[src/rtl/approx_mul_share_ctrl.sv]
// Round-robin scheduler sharing one 8x8 unsigned multiplier among NREQ requesters.
// Each operation is exact or two-term low-column-truncated approximate; issue and result stages.
module approx_mul_share_ctrl #(
  parameter int NREQ = 4,
  parameter int IDW  = 3
) (
  input  logic              clk,
  input  logic              rst_n,
  input  logic [NREQ-1:0]   req_valid,
  output logic [NREQ-1:0]   req_ready,
  input  logic [8*NREQ-1:0] req_x,
  input  logic [8*NREQ-1:0] req_y,
  input  logic [NREQ-1:0]   req_approx,
  output logic              rsp_valid,
  input  logic              rsp_ready,
  output logic [15:0]       rsp_z,
  output logic [IDW-1:0]    rsp_id,
  output logic              rsp_approx,
  output logic [15:0]       cnt_exact,
  output logic [15:0]       cnt_approx
);

  function automatic logic [15:0] mul_exact(input logic [7:0] x, input logic [7:0] y);
    return {8'd0, x} * {8'd0, y};
  endfunction

  // Drop the two low x columns and fold back only the two heaviest dropped partial-product bits.
  function automatic logic [15:0] mul_approx(input logic [7:0] x, input logic [7:0] y);
    logic [13:0] pp;
    logic [8:0]  c;
    pp = {6'd0, y} * {8'd0, x[7:2]};
    c  = {y[7] & x[1], (y[7] & x[0]) | (y[6] & x[1]), 7'd0};
    return {pp, 2'b00} + {7'd0, c};
  endfunction

  function automatic logic [15:0] sat_inc(input logic [15:0] v);
    return (v == 16'hFFFF) ? v : v + 16'd1;
  endfunction

  logic [IDW-1:0] rr_ptr_q, rr_ptr_d;
  logic           found_s;
  logic [IDW-1:0] gnt_id_s;
  logic           s2_load_s;
  logic           s1_accept_s;
  logic           xfer_s;
  logic           rsp_xfer_s;
  logic [7:0]     x_sel_s;
  logic [7:0]     y_sel_s;
  logic           a_sel_s;
  logic [15:0]    prod_s;

  logic           s1_valid_q, s1_valid_d;
  logic [7:0]     s1_x_q, s1_x_d;
  logic [7:0]     s1_y_q, s1_y_d;
  logic           s1_approx_q, s1_approx_d;
  logic [IDW-1:0] s1_id_q, s1_id_d;

  logic           rsp_valid_q, rsp_valid_d;
  logic [15:0]    rsp_z_q, rsp_z_d;
  logic [IDW-1:0] rsp_id_q, rsp_id_d;
  logic           rsp_approx_q, rsp_approx_d;
  logic [15:0]    cnt_exact_q, cnt_exact_d;
  logic [15:0]    cnt_approx_q, cnt_approx_d;

  // Round-robin search: first valid requester at or after rr_ptr, wrapping.
  always_comb begin
    int   pos;
    logic hit;
    found_s  = 1'b0;
    gnt_id_s = '0;
    pos      = 0;
    hit      = 1'b0;
    for (int k = 0; k < NREQ; k++) begin
      pos = int'(rr_ptr_q) + k;
      pos = (pos >= NREQ) ? pos - NREQ : pos;
      for (int i = 0; i < NREQ; i++) begin
        hit      = !found_s && req_valid[i] && (i == pos);
        gnt_id_s = hit ? IDW'(i) : gnt_id_s;
        found_s  = found_s | hit;
      end
    end
  end

  assign s2_load_s   = !rsp_valid_q || rsp_ready;
  assign s1_accept_s = !s1_valid_q || s2_load_s;
  assign xfer_s      = found_s && s1_accept_s;
  assign rsp_xfer_s  = rsp_valid_q && rsp_ready;

  // Grant decode and operand select; operands only matter on a transfer cycle.
  always_comb begin
    req_ready = '0;
    x_sel_s   = 8'd0;
    y_sel_s   = 8'd0;
    a_sel_s   = 1'b0;
    for (int i = 0; i < NREQ; i++) begin
      req_ready[i] = rst_n && xfer_s && (gnt_id_s == IDW'(i));
      x_sel_s      = (gnt_id_s == IDW'(i)) ? req_x[8*i +: 8] : x_sel_s;
      y_sel_s      = (gnt_id_s == IDW'(i)) ? req_y[8*i +: 8] : y_sel_s;
      a_sel_s      = (gnt_id_s == IDW'(i)) ? req_approx[i]   : a_sel_s;
    end
  end

  // Pointer advance and stage-1 next state.
  always_comb begin
    rr_ptr_d    = rr_ptr_q;
    s1_valid_d  = s1_valid_q;
    s1_x_d      = s1_x_q;
    s1_y_d      = s1_y_q;
    s1_approx_d = s1_approx_q;
    s1_id_d     = s1_id_q;
    if (xfer_s) begin
      rr_ptr_d    = (gnt_id_s == IDW'(NREQ - 1)) ? '0 : gnt_id_s + IDW'(1);
      s1_valid_d  = 1'b1;
      s1_x_d      = x_sel_s;
      s1_y_d      = y_sel_s;
      s1_approx_d = a_sel_s;
      s1_id_d     = gnt_id_s;
    end else if (s2_load_s) begin
      s1_valid_d = 1'b0;
    end else begin
      s1_valid_d = s1_valid_q;
    end
  end

  assign prod_s = s1_approx_q ? mul_approx(s1_x_q, s1_y_q) : mul_exact(s1_x_q, s1_y_q);

  // Stage-2 result register and saturating delivery counters.
  always_comb begin
    rsp_valid_d  = rsp_valid_q;
    rsp_z_d      = rsp_z_q;
    rsp_id_d     = rsp_id_q;
    rsp_approx_d = rsp_approx_q;
    if (s2_load_s) begin
      rsp_valid_d = s1_valid_q;
      if (s1_valid_q) begin
        rsp_z_d      = prod_s;
        rsp_id_d     = s1_id_q;
        rsp_approx_d = s1_approx_q;
      end else begin
        rsp_z_d = rsp_z_q;
      end
    end else begin
      rsp_valid_d = rsp_valid_q;
    end
    cnt_exact_d  = (rsp_xfer_s && !rsp_approx_q) ? sat_inc(cnt_exact_q)  : cnt_exact_q;
    cnt_approx_d = (rsp_xfer_s &&  rsp_approx_q) ? sat_inc(cnt_approx_q) : cnt_approx_q;
  end

  // State registers; reset discards anything in flight.
  always_ff @(posedge clk or negedge rst_n) begin
    if (!rst_n) begin
      rr_ptr_q     <= '0;
      s1_valid_q   <= 1'b0;
      s1_x_q       <= 8'd0;
      s1_y_q       <= 8'd0;
      s1_approx_q  <= 1'b0;
      s1_id_q      <= '0;
      rsp_valid_q  <= 1'b0;
      rsp_z_q      <= 16'd0;
      rsp_id_q     <= '0;
      rsp_approx_q <= 1'b0;
      cnt_exact_q  <= 16'd0;
      cnt_approx_q <= 16'd0;
    end else begin
      rr_ptr_q     <= rr_ptr_d;
      s1_valid_q   <= s1_valid_d;
      s1_x_q       <= s1_x_d;
      s1_y_q       <= s1_y_d;
      s1_approx_q  <= s1_approx_d;
      s1_id_q      <= s1_id_d;
      rsp_valid_q  <= rsp_valid_d;
      rsp_z_q      <= rsp_z_d;
      rsp_id_q     <= rsp_id_d;
      rsp_approx_q <= rsp_approx_d;
      cnt_exact_q  <= cnt_exact_d;
      cnt_approx_q <= cnt_approx_d;
    end
  end

  assign rsp_valid  = rsp_valid_q;
  assign rsp_z      = rsp_z_q;
  assign rsp_id     = rsp_id_q;
  assign rsp_approx = rsp_approx_q;
  assign cnt_exact  = cnt_exact_q;
  assign cnt_approx = cnt_approx_q;

endmodule
[config.mk]
export PLATFORM = sky130hd
export DESIGN_NAME = approx_mul_share_ctrl
export DESIGN_NICKNAME = d
export VERILOG_FILES = /design/src/rtl/approx_mul_share_ctrl.sv
export SDC_FILE = /design/constraint.sdc
export NUM_CORES = 1
export LEC_CHECK = 0
export ABC_AREA = 1
export CORE_ASPECT_RATIO = 0.75
export CORE_MARGIN = 2
export CORE_UTILIZATION = 40
export DETAILED_ROUTE_END_ITERATION = 10
export HOLD_SLACK_MARGIN = 0.03
export PLACE_DENSITY = 0.63
export SYNTH_ARGS = -nofsm -noshare
export SYNTH_HDL_FRONTEND = slang
export SYNTH_SLANG_ARGS = --single-unit
[constraint.sdc]
create_clock -name clk -period 6.3 [get_ports clk]
set_input_delay 1.26 -clock clk [delete_from_list [all_inputs] [get_ports clk]]
set_output_delay 1.26 -clock clk [all_outputs]
set_load 0.005 [all_outputs]
Word level (Yosys, flattened, before mapping)
Index checks and enable logic that the tools add are counted.
{ "word_totals": {"latch_bits": 0, "regBits": 77, "ramBits": 0, "out_inout_bits": 57, "n_memories": 0, "rom_bits": 0, "wordCells": 171, "inputBits": 75} }
{ "op_classes": {"mul": 2, "bitwise_logic": 21, "n_addsub": 11, "n_reduce_logical": 69, "magnitude_cmp": 4, "n_mux": 35, "div": 0, "shifts": 0, "eq_ne": 17} }
{ "ops": {"columns": ["operator", "n"], "rows": [
  ["== test 3 x 32 -> 1 bit (first input constant)", 8],
  ["== test 2 x 32 -> 1 bit (first input constant)", 4],
  ["zero test 32 bit", 4],
  ["two-way mux 32 bit", 4],
  ["two-way mux 8 bit", 8],
  ["logical AND 1 bit", 40],
  ["adder 16 x 1 -> 16 bit (second input constant)", 2],
  ["== test 16 bit (second input constant)", 2],
  ["two-way mux 2 bit", 14],
  ["zero test 1 bit", 18],
  ["adder 16 x 9 -> 16 bit", 1],
  ["multiplier 8 x 8 -> 16 bit", 1],
  ["two-way mux 16 bit", 1],
  ["OR 1 bit", 16],
  ["subtractor 4 x 3 -> 5 bit (second input constant)", 3],
  ["multiplier 8 x 6 -> 14 bit", 1],
  [">= comparator 4 x 3 -> 1 bit (second input constant)", 3],
  ["adder 3 x 2 -> 4 bit (second input constant)", 2],
  ["two-way mux 1 bit", 7],
  ["AND reduction 2 bit", 3],
  ["adder 3 x 1 -> 4 bit (second input constant)", 1],
  ["== test 2 bit (second input constant)", 2],
  ["subtractor 3 x 3 -> 4 bit (second input constant)", 1],
  ["adder 2 x 1 -> 3 bit (second input constant)", 1],
  ["8 further kinds", 12]
]} }

Longest topological paths before layout
Gate-level depths: netlist of the first run.
{ "logic_depth": {"ltp_word": 69, "depth_mapped": 26, "depth_no_buf": 25} }

Worst setup path before layout of the first run
No wires, ideal clock.
{ "synth_timing": {"kind": "input to output", "start": "input req_valid[1]", "end": "output req_ready[3]", "required_time_ps": 5040, "t_arrival_ps": 3703, "setup_slack_ps": 1337, "path_buffers": 3, "cell_stages": 17, "cell_sequence": "buf_4 nand3_1 nand2_1 nor2_4 nand4_2 nor2_2 nand4_2 nor2_2 nand2_1 nor2_2 o21ai_1 nand2_1 ha_1 clkbuf_1 clkbuf_1 inv_1 nor2_1"} }
{ "synth_between": {"word_cells_on_any_way": 78, "cone_classes": "1 x eq/ne; 15 x mux; 15 x bitwise; 47 x reduce/logical"} }
{ "synth_lines": {"columns": ["item", "line", "source"], "rows": [
  ["start: declaration", "9", "input logic [NREQ-1:0] req_valid,"],
  ["logical AND 1 bit (2 in series)", "77", "hit = !found_s && req_valid[i] && (i == pos);"],
  ["OR 1 bit", "79", "found_s = found_s | hit;"],
  ["zero test 1 bit", "77", null],
  ["logical AND 1 bit (2 in series)", "77", null],
  ["OR 1 bit", "79", null],
  ["zero test 1 bit", "77", null],
  ["logical AND 1 bit (2 in series)", "77", null],
  ["OR 1 bit", "79", null],
  ["[41 not listed]", null, null],
  ["logical AND 1 bit (2 in series)", "77", null],
  ["OR 1 bit", "79", null],
  ["zero test 1 bit", "77", null],
  ["logical AND 1 bit (2 in series)", "77", null],
  ["two-way mux 2 bit *", "78", "gnt_id_s = hit ? IDW'(i) : gnt_id_s;"],
  ["net gnt_id_s[1]", "42", "logic [IDW-1:0] gnt_id_s;"],
  ["== test 2 bit *", "96", "req_ready[i] = rst_n && xfer_s && (gnt_id_s == IDW'(i));"],
  ["logical AND 1 bit *", "96", null],
  ["end: declaration", "10", "output logic [NREQ-1:0] req_ready,"]
]} }
Mark *: on every way through the listed nets, which the timed path passes. The rest lies on a longest branch.

Worst setup path after layout of the first run
{ "layout_timing": {"start": "input req_valid[1]", "end": "output req_ready[1]"} }
{ "layout_between": {"word_cells_on_any_way": 78, "cone_classes": "1 x eq/ne; 15 x mux; 15 x bitwise; 47 x reduce/logical"} }
{ "layout_lines": {"columns": ["item", "line"], "rows": [
  ["logical AND 1 bit (2 in series)", "77"],
  ["OR 1 bit", "79"],
  ["zero test 1 bit", "77"],
  ["logical AND 1 bit (2 in series)", "77"],
  ["OR 1 bit", "79"],
  ["zero test 1 bit", "77"],
  ["logical AND 1 bit (2 in series)", "77"],
  ["OR 1 bit", "79"],
  ["[41 not listed]", null],
  ["logical AND 1 bit (2 in series)", "77"],
  ["OR 1 bit", "79"],
  ["zero test 1 bit", "77"],
  ["logical AND 1 bit (2 in series)", "77"],
  ["two-way mux 2 bit *", "78"],
  ["net gnt_id_s[0]", "42"],
  ["== test 2 x 1 -> 1 bit *", "96"],
  ["logical AND 1 bit *", "96"]
]} }
Marks and branches as above.

==> impl_metrics.tcl, run 1 <==
set metrics [dict create \
    outcome "completed" \
    ioPinCount 132 \
    clk_latency_ns 0.33 \
    netlist_area_sq_mm 0.00744 \
    finalSetupViolations 0 \
    layout_common_cells "nand2_1 (223), inv_1 (174), clkdlybuf4s50_1 (129)" \
    min_path_cells 2 \
    crit_path_start_kind "primary input" \
    holdBufCountCts 0 \
    nets 1262 \
    fin_crit_ns 5.68 \
    r2r_start "s1_x_q[5]" \
    path_cells "clkdlybuf4s50_1 -> nand3_1 -> nand2_1 -> nor2_4 -> nand4_2 -> nor2_2 -> nand4_2 -> nor3_1 -> nand4_1 -> nand2_1 -> ha_1 -> inv_1 -> nor2_1 -> clkdlybuf4s50_1" \
    drt_first_pass_iters 5 \
    vias_per_cell 4.69 \
    drt_iter0_drc 369 \
    antenna_found_initial 1 \
    fmax_mhz 176 \
    synth_area_leader_cell "dfrtp_1" \
    vias 6177 \
    grt_usage 0.189 \
    vdd_ir_drop_max_uv 416 \
    reg2reg_slack_ns 1.36 \
    ys_types 39 \
    critPathBufInv 3 \
    numCtsBuffers 9 \
    async_flop_share 1.00 \
    grt_overflow_total 0 \
    initial_core_util 0.406 \
    grt_max_degree 75 \
    clock_skew_ns 0.00633 \
    drc_errors 0 \
    muxShareOfSynthArea 0.0229 \
    netlist_instances 958 \
    die_area_sq_mm 0.0197 \
    synth_fp_nets 1156 \
    final_util 0.499 \
    fin_setup_tns_ns 0 \
    cp.arrival_ns 4.42 \
    clockBufferDepth 2 \
    ys_seq_elements 74 \
    coreArea_sq_mm 0.0183 \
    post_cts_resized 0 \
    globalRouteMet1Util 0.286 \
    io_buffers 130 \
    ant_nets 0 \
    worst_slew_pin_slew_ns 1.08 \
    synth-simple-area-share 0.205 \
    ys_seq_area_frac 0.249 \
    path_clk_slew_ns 0.06 \
    clockRootBuffer "clkbuf_16" \
    cts_tree "done" \
    area_growth_pct 23.1 \
    wl_mm 17.7 \
    layout.cells.non_filler 1317 \
    place_congestion 0.852 \
    finalCritPeriodShare 0.902 \
    crit_path_max_incr_delay_ns 0.58 \
    use_met2 0.281 \
    max_cap_viol_count 0 \
    syn_area_per_cell_sq_um 7.77 \
    grt.busiest_layer "met1" \
    place_hpwl_mm 14.6 \
    drv_slew 0 \
    cp-startpoint "req_valid[1]" \
    synth_top_family_by_area "adder cells" \
    cts.sink_count 74 \
    use_met3 0.0405 \
    synthAdderAreaFrac 0.265 \
    min_to "rsp_z[5]" \
    grt_pass1_wl_mm 30.0 \
    final_common_cell "nand2_1" \
    pwr_density_cell_mw_per_mm2 466 \
    synth_top_area_share 0.249 \
    first_global_vias 6041 \
    worstPathRequired_ns 5.04 \
    synthXorXnorAreaFrac 0.0494 \
    hold_path.class "flip-flop to flip-flop" \
    die_w_um 161 \
    std_cell_rows 43 \
    rsz0062_at_grt "false" \
    dieHeight_um 122 \
    path_max_fanout 19 \
    drive_above_1_share 0.0318 \
    crit_type "primary input to primary output" \
    slew_headroom 0.278 \
    reg2reg_depth 21 \
    leakage_uw 0.00493 \
    cp_slowest_cell "ha_1" \
    worstHoldStart "rsp_z[5]" \
    r2r_end "rsp_z[15]" \
    post_drt_wl_per_cell_um 13.5 \
    cts_setup_buffers 0 \
    dpl.cell_count 1300 \
    synth_compound_area_frac 0.0935 \
    htree_levels 3 \
    ys.flop_type "dfrtp_1" \
    synth-edff-count 0 \
    critical-path-top-delay-family "simple AND/OR/NAND/NOR gates" \
    end_kind "primary output" \
    yosysWarnings 0 \
    yosys-top-cells-area "dfrtp_1 (25%), fa_1 (16%), nand2_1 (11%)" \
    finalHoldViolations 0 \
]
-- Yosys cell counts, types with 12 or more instances --
master and number:
fa_1 58, nand3_1 45, o21ai_1 27, a22oi_1 17
dfrtp_1 74, nor3_1 13, xor2_1 24, clkbuf_1 32
inv_1 174, ha_1 65, o21ai_0 29, mux2i_1 17
nand2_1 223, nand4_1 12, xnor2_1 18, nor2_1 57
a21oi_1 32
-- tightest hold or removal path, stage by stage, from the launching register on --
cell and delay [ns]:
dfrtp_1 0.34, nand2_1 0.05, nand2_1 0.05
-- final cells by class --
type	count	area (sq um)
clock buffers	10	229
diodes	1	2.50
clock inverters	6	40.0
well taps	247	309
inverters	178	668
fillers	1793	9190
repair buffers	133	1320
flip-flops and latches	74	1850
multi-input cells	668	4740
-- sequential cells by signal (all words and copies together) (netlist names) --
name and cells:
cnt_approx 16, cnt_exact 16, rsp_z 16, s1_x_q 8, s1_y_q 8, rr_ptr_q 2
rsp_id 2, s1_id_q 2, rsp_approx 1, rsp_valid 1, s1_approx_q 1, s1_valid_q 1
-- kinds of logic (layout without fill, tap and decap cells) --
kind of cell,count (synthesis),in the layout
flops,74,74
simple gates,363,363
other cells,1,2
mux,17,17
buf+inv,216,327
compound gates,122,122
xor+xnor,42,42
fa+ha+maj,123,123
-- layer usage --
layer | up-vias | share of wire
met4 | 0 | 0.0059
met1 | 2758 | 0.53
met3 | 11 | 0.067
met2 | 180 | 0.40
li1 | 3228 | -
met5 | - | 0
-- metrics by stage --
stage          hold slack [ns]  total power, uW  cell area [sq um]  worst slack (ns)
2_1_floorplan            0.442             2930               7440              1.34
3_3_place_gp             0.463             3760               8890             0.743
3_5_place_dp             0.468             3790               8890             0.651
4_1_cts                  0.484             4300               9160             0.629
5_1_grt                  0.512             4790               9160             0.245
6_report                 0.477             4270               9160             0.616
-- power by group --
| part | internal (uW) | switching (uW) | leakage [uW] | total [uW] |
|---|---|---|---|---|
| sequential | 622 | 242 | 0.000950 | 865 |
| clock | 267 | 198 | 0.000133 | 465 |
| combinational | 1220 | 1720 | 0.00385 | 2940 |
| total | 2110 | 2160 | 0.00493 | 4270 |
-- worst max-delay path by stage --
stage               slack (ns)           end  cells after the start
global placement          0.74  req_ready[1]                     14
finish                    0.62  req_ready[1]                     14
floorplan                 1.34  req_ready[3]                     17
CTS                       0.63  req_ready[1]                     14
detailed placement        0.65  req_ready[1]                     14
global route              0.25  req_ready[1]                     14
Note: power is estimated with default switching activity, not from simulation.
==> run 2, diff against run 1 <==
- CORE_MARGIN: 2 -> not set
- SETUP_SLACK_MARGIN: not set -> 0.1
==> run 2 against run 1 <==
Wire length shrank 2.0%. Final area increased by 0.37%. Highest routed layer unchanged. Non-clock buffer count rose by 1. Via count grew 1.1%. Cell count is 0.38% lower. Die area decreased by 2.9%. Fmax is 0.61% higher. Global-route usage grew 0.47 points.
==> impl_metrics.tcl, run 2 (synthesis results as in run 1) <==
set metrics [dict create \
    outcome "completed" \
    grt_usage 0.194 \
    clockRootBuffer "clkbuf_16" \
    r2r_end "rsp_z[15]" \
    cp.arrival_ns 4.39 \
    place_hpwl_mm 14.3 \
    drive_above_1_share 0.0336 \
    htree_levels 3 \
    reg2reg_slack_ns 1.39 \
    grt_overflow_total 0 \
    fin_area_sq_mm 0.00920 \
    clock_skew_ns 0.00478 \
    worstPathRequired_ns 5.04 \
    slew_headroom 0.328 \
    holdWs_ns 0.476 \
    pwr_density_cell_mw_per_mm2 467 \
    cts.sink_count 74 \
    vias 6242 \
    worst_slew_pin_slew_ns 1.00 \
    vdd_ir_drop_max_uv 343 \
    max_cap_viol_count 0 \
    crit_path_max_incr_delay_ns 0.56 \
    fin_setup_tns_ns 0 \
    critPathBufInv 3 \
    fin_crit_ns 5.65 \
    numCtsBuffers 9 \
    path_clk_slew_ns 0.06 \
    finalCritPeriodShare 0.897 \
    io_buffers 130 \
    hold_path.class "flip-flop to flip-flop" \
    antenna_cells 0 \
    vias_per_cell 4.76 \
    drt_first_pass_iters 5 \
    fmax_mhz 177 \
    nets 1263 \
    drc_errors 0 \
    reg2reg_depth 21 \
    first_global_vias 6123 \
    critical-path-top-delay-family "simple AND/OR/NAND/NOR gates" \
    drt_iter0_drc 371 \
    cp_slowest_cell "clkdlybuf4s50_1" \
    finalHoldViolations 0 \
    r2r_start "s1_x_q[5]" \
    worstHoldStart "s1_valid_q" \
    cts_tree "done" \
    die_area_sq_mm 0.0192 \
    antenna_found_initial 0 \
    holdBufCountCts 0 \
    end_kind "primary output" \
    cts_setup_buffers 0 \
    wl_mm 17.4 \
    std_cell_rows 42 \
    ioPinCount 132 \
    finalSetupViolations 0 \
    coreArea_sq_mm 0.0179 \
    post_drt_wl_per_cell_um 13.3 \
    min_to "rsp_valid" \
    path_cells "clkdlybuf4s50_1 -> nand3_1 -> nand2_1 -> nor2_4 -> nand4_2 -> nor2_2 -> nand4_2 -> nor3_1 -> nand4_1 -> nand2_1 -> ha_1 -> inv_1 -> nor2_1 -> clkdlybuf4s50_1" \
    total_power_uw 4290 \
    drv_slew 0 \
    area_growth_pct 23.6 \
    place_congestion 0.828 \
    path_max_fanout 19 \
    grt_pass1_wl_mm 29.7 \
    dieHeight_um 120 \
    final_common_cell "nand2_1" \
    min_path_cells 2 \
    clk_latency_ns 0.33 \
    rsz0062_at_grt "false" \
    die_w_um 159 \
    initial_core_util 0.415 \
    post_cts_resized 0 \
    place_area_sq_mm 0.00889 \
    cp.depth 14 \
    crit_path_start_kind "primary input" \
    ant_nets 0 \
    leakage_uw 0.00495 \
    crit_type "primary input to primary output" \
    clockBufferDepth 2 \
    layout_common_cells "nand2_1 (223), inv_1 (174), clkdlybuf4s50_1 (129)" \
    grt_max_degree 76 \
]
## run 2: cell count changes in the layout (fill, tap and decap cells not counted), sizes merged
cell	change
buf	+1
bufinv	+1
diode	-1
inv	-1
## run 2: worst max path at each step
stage,slack (ns),end,from
2_1_floorplan,1.34,req_ready[3],req_valid[1]
3_3_place_gp,0.72,req_ready[1],req_valid[1]
3_5_place_dp,0.66,req_ready[1],req_valid[1]
4_1_cts,0.64,req_ready[1],req_valid[1]
5_1_grt,0.35,req_ready[1],req_valid[1]
6_report,0.65,req_ready[1],req_valid[1]
## run 2: through the flow
stage	utilization	instances	setup WS (ns)
floorplan	-	958	1.34
detailed placement	0.496	1296	0.662
global route	0.513	1312	0.346
CTS	0.513	1312	0.636
global placement	0.496	1296	0.716
finish	0.513	1312	0.650
## run 2: per-layer routing
metal | vias up | global-route usage | routed length (um)
met5 | - | 0 | 0
met4 | 0 | 0.0349 | 117
met3 | 11 | 0.0460 | 1200
met2 | 192 | 0.279 | 6830
met1 | 2804 | 0.293 | 9240
li1 | 3235 | - | -
## run 2: layout make-up
| cell class | count | area, sq um |
|---|---|---|
| Clock inverter | 6 | 65.1 |
| Clock buffer | 10 | 239 |
| Timing Repair Buffer | 134 | 1330 |
| Sequential cell | 74 | 1850 |
| Fill cell | 1786 | 8720 |
| Inverter | 178 | 668 |
| Tap cell | 242 | 303 |
| Multi-Input combinational cell | 668 | 4740 |
## run 2: where the power goes
group | switching [uW] | leakage, uW | internal, uW
Sequential | 217 | 0.000950 | 623
Combinational | 1720 | 0.00386 | 1210
Clock | 199 | 0.000149 | 318
Total | 2130 | 0.00495 | 2160
## run 2: worst register-to-register path, cell delays in order, from the launching register on
cell and delay (ns):
dfrtp_1 0.52, nand2_1 0.17, inv_1 0.07, fa_1 0.53, inv_1 0.05, fa_1 0.50, fa_1 0.54, inv_1 0.04
ha_1 0.37, nand2_1 0.09, nand2_1 0.07, a31o_2 0.22, xor2_1 0.25, inv_1 0.10, fa_1 0.41, or2_1 0.27
nor2_1 0.13, nand2_1 0.10, nor3_1 0.14, nand3_1 0.08, nand3_1 0.09, a21oi_1 0.06
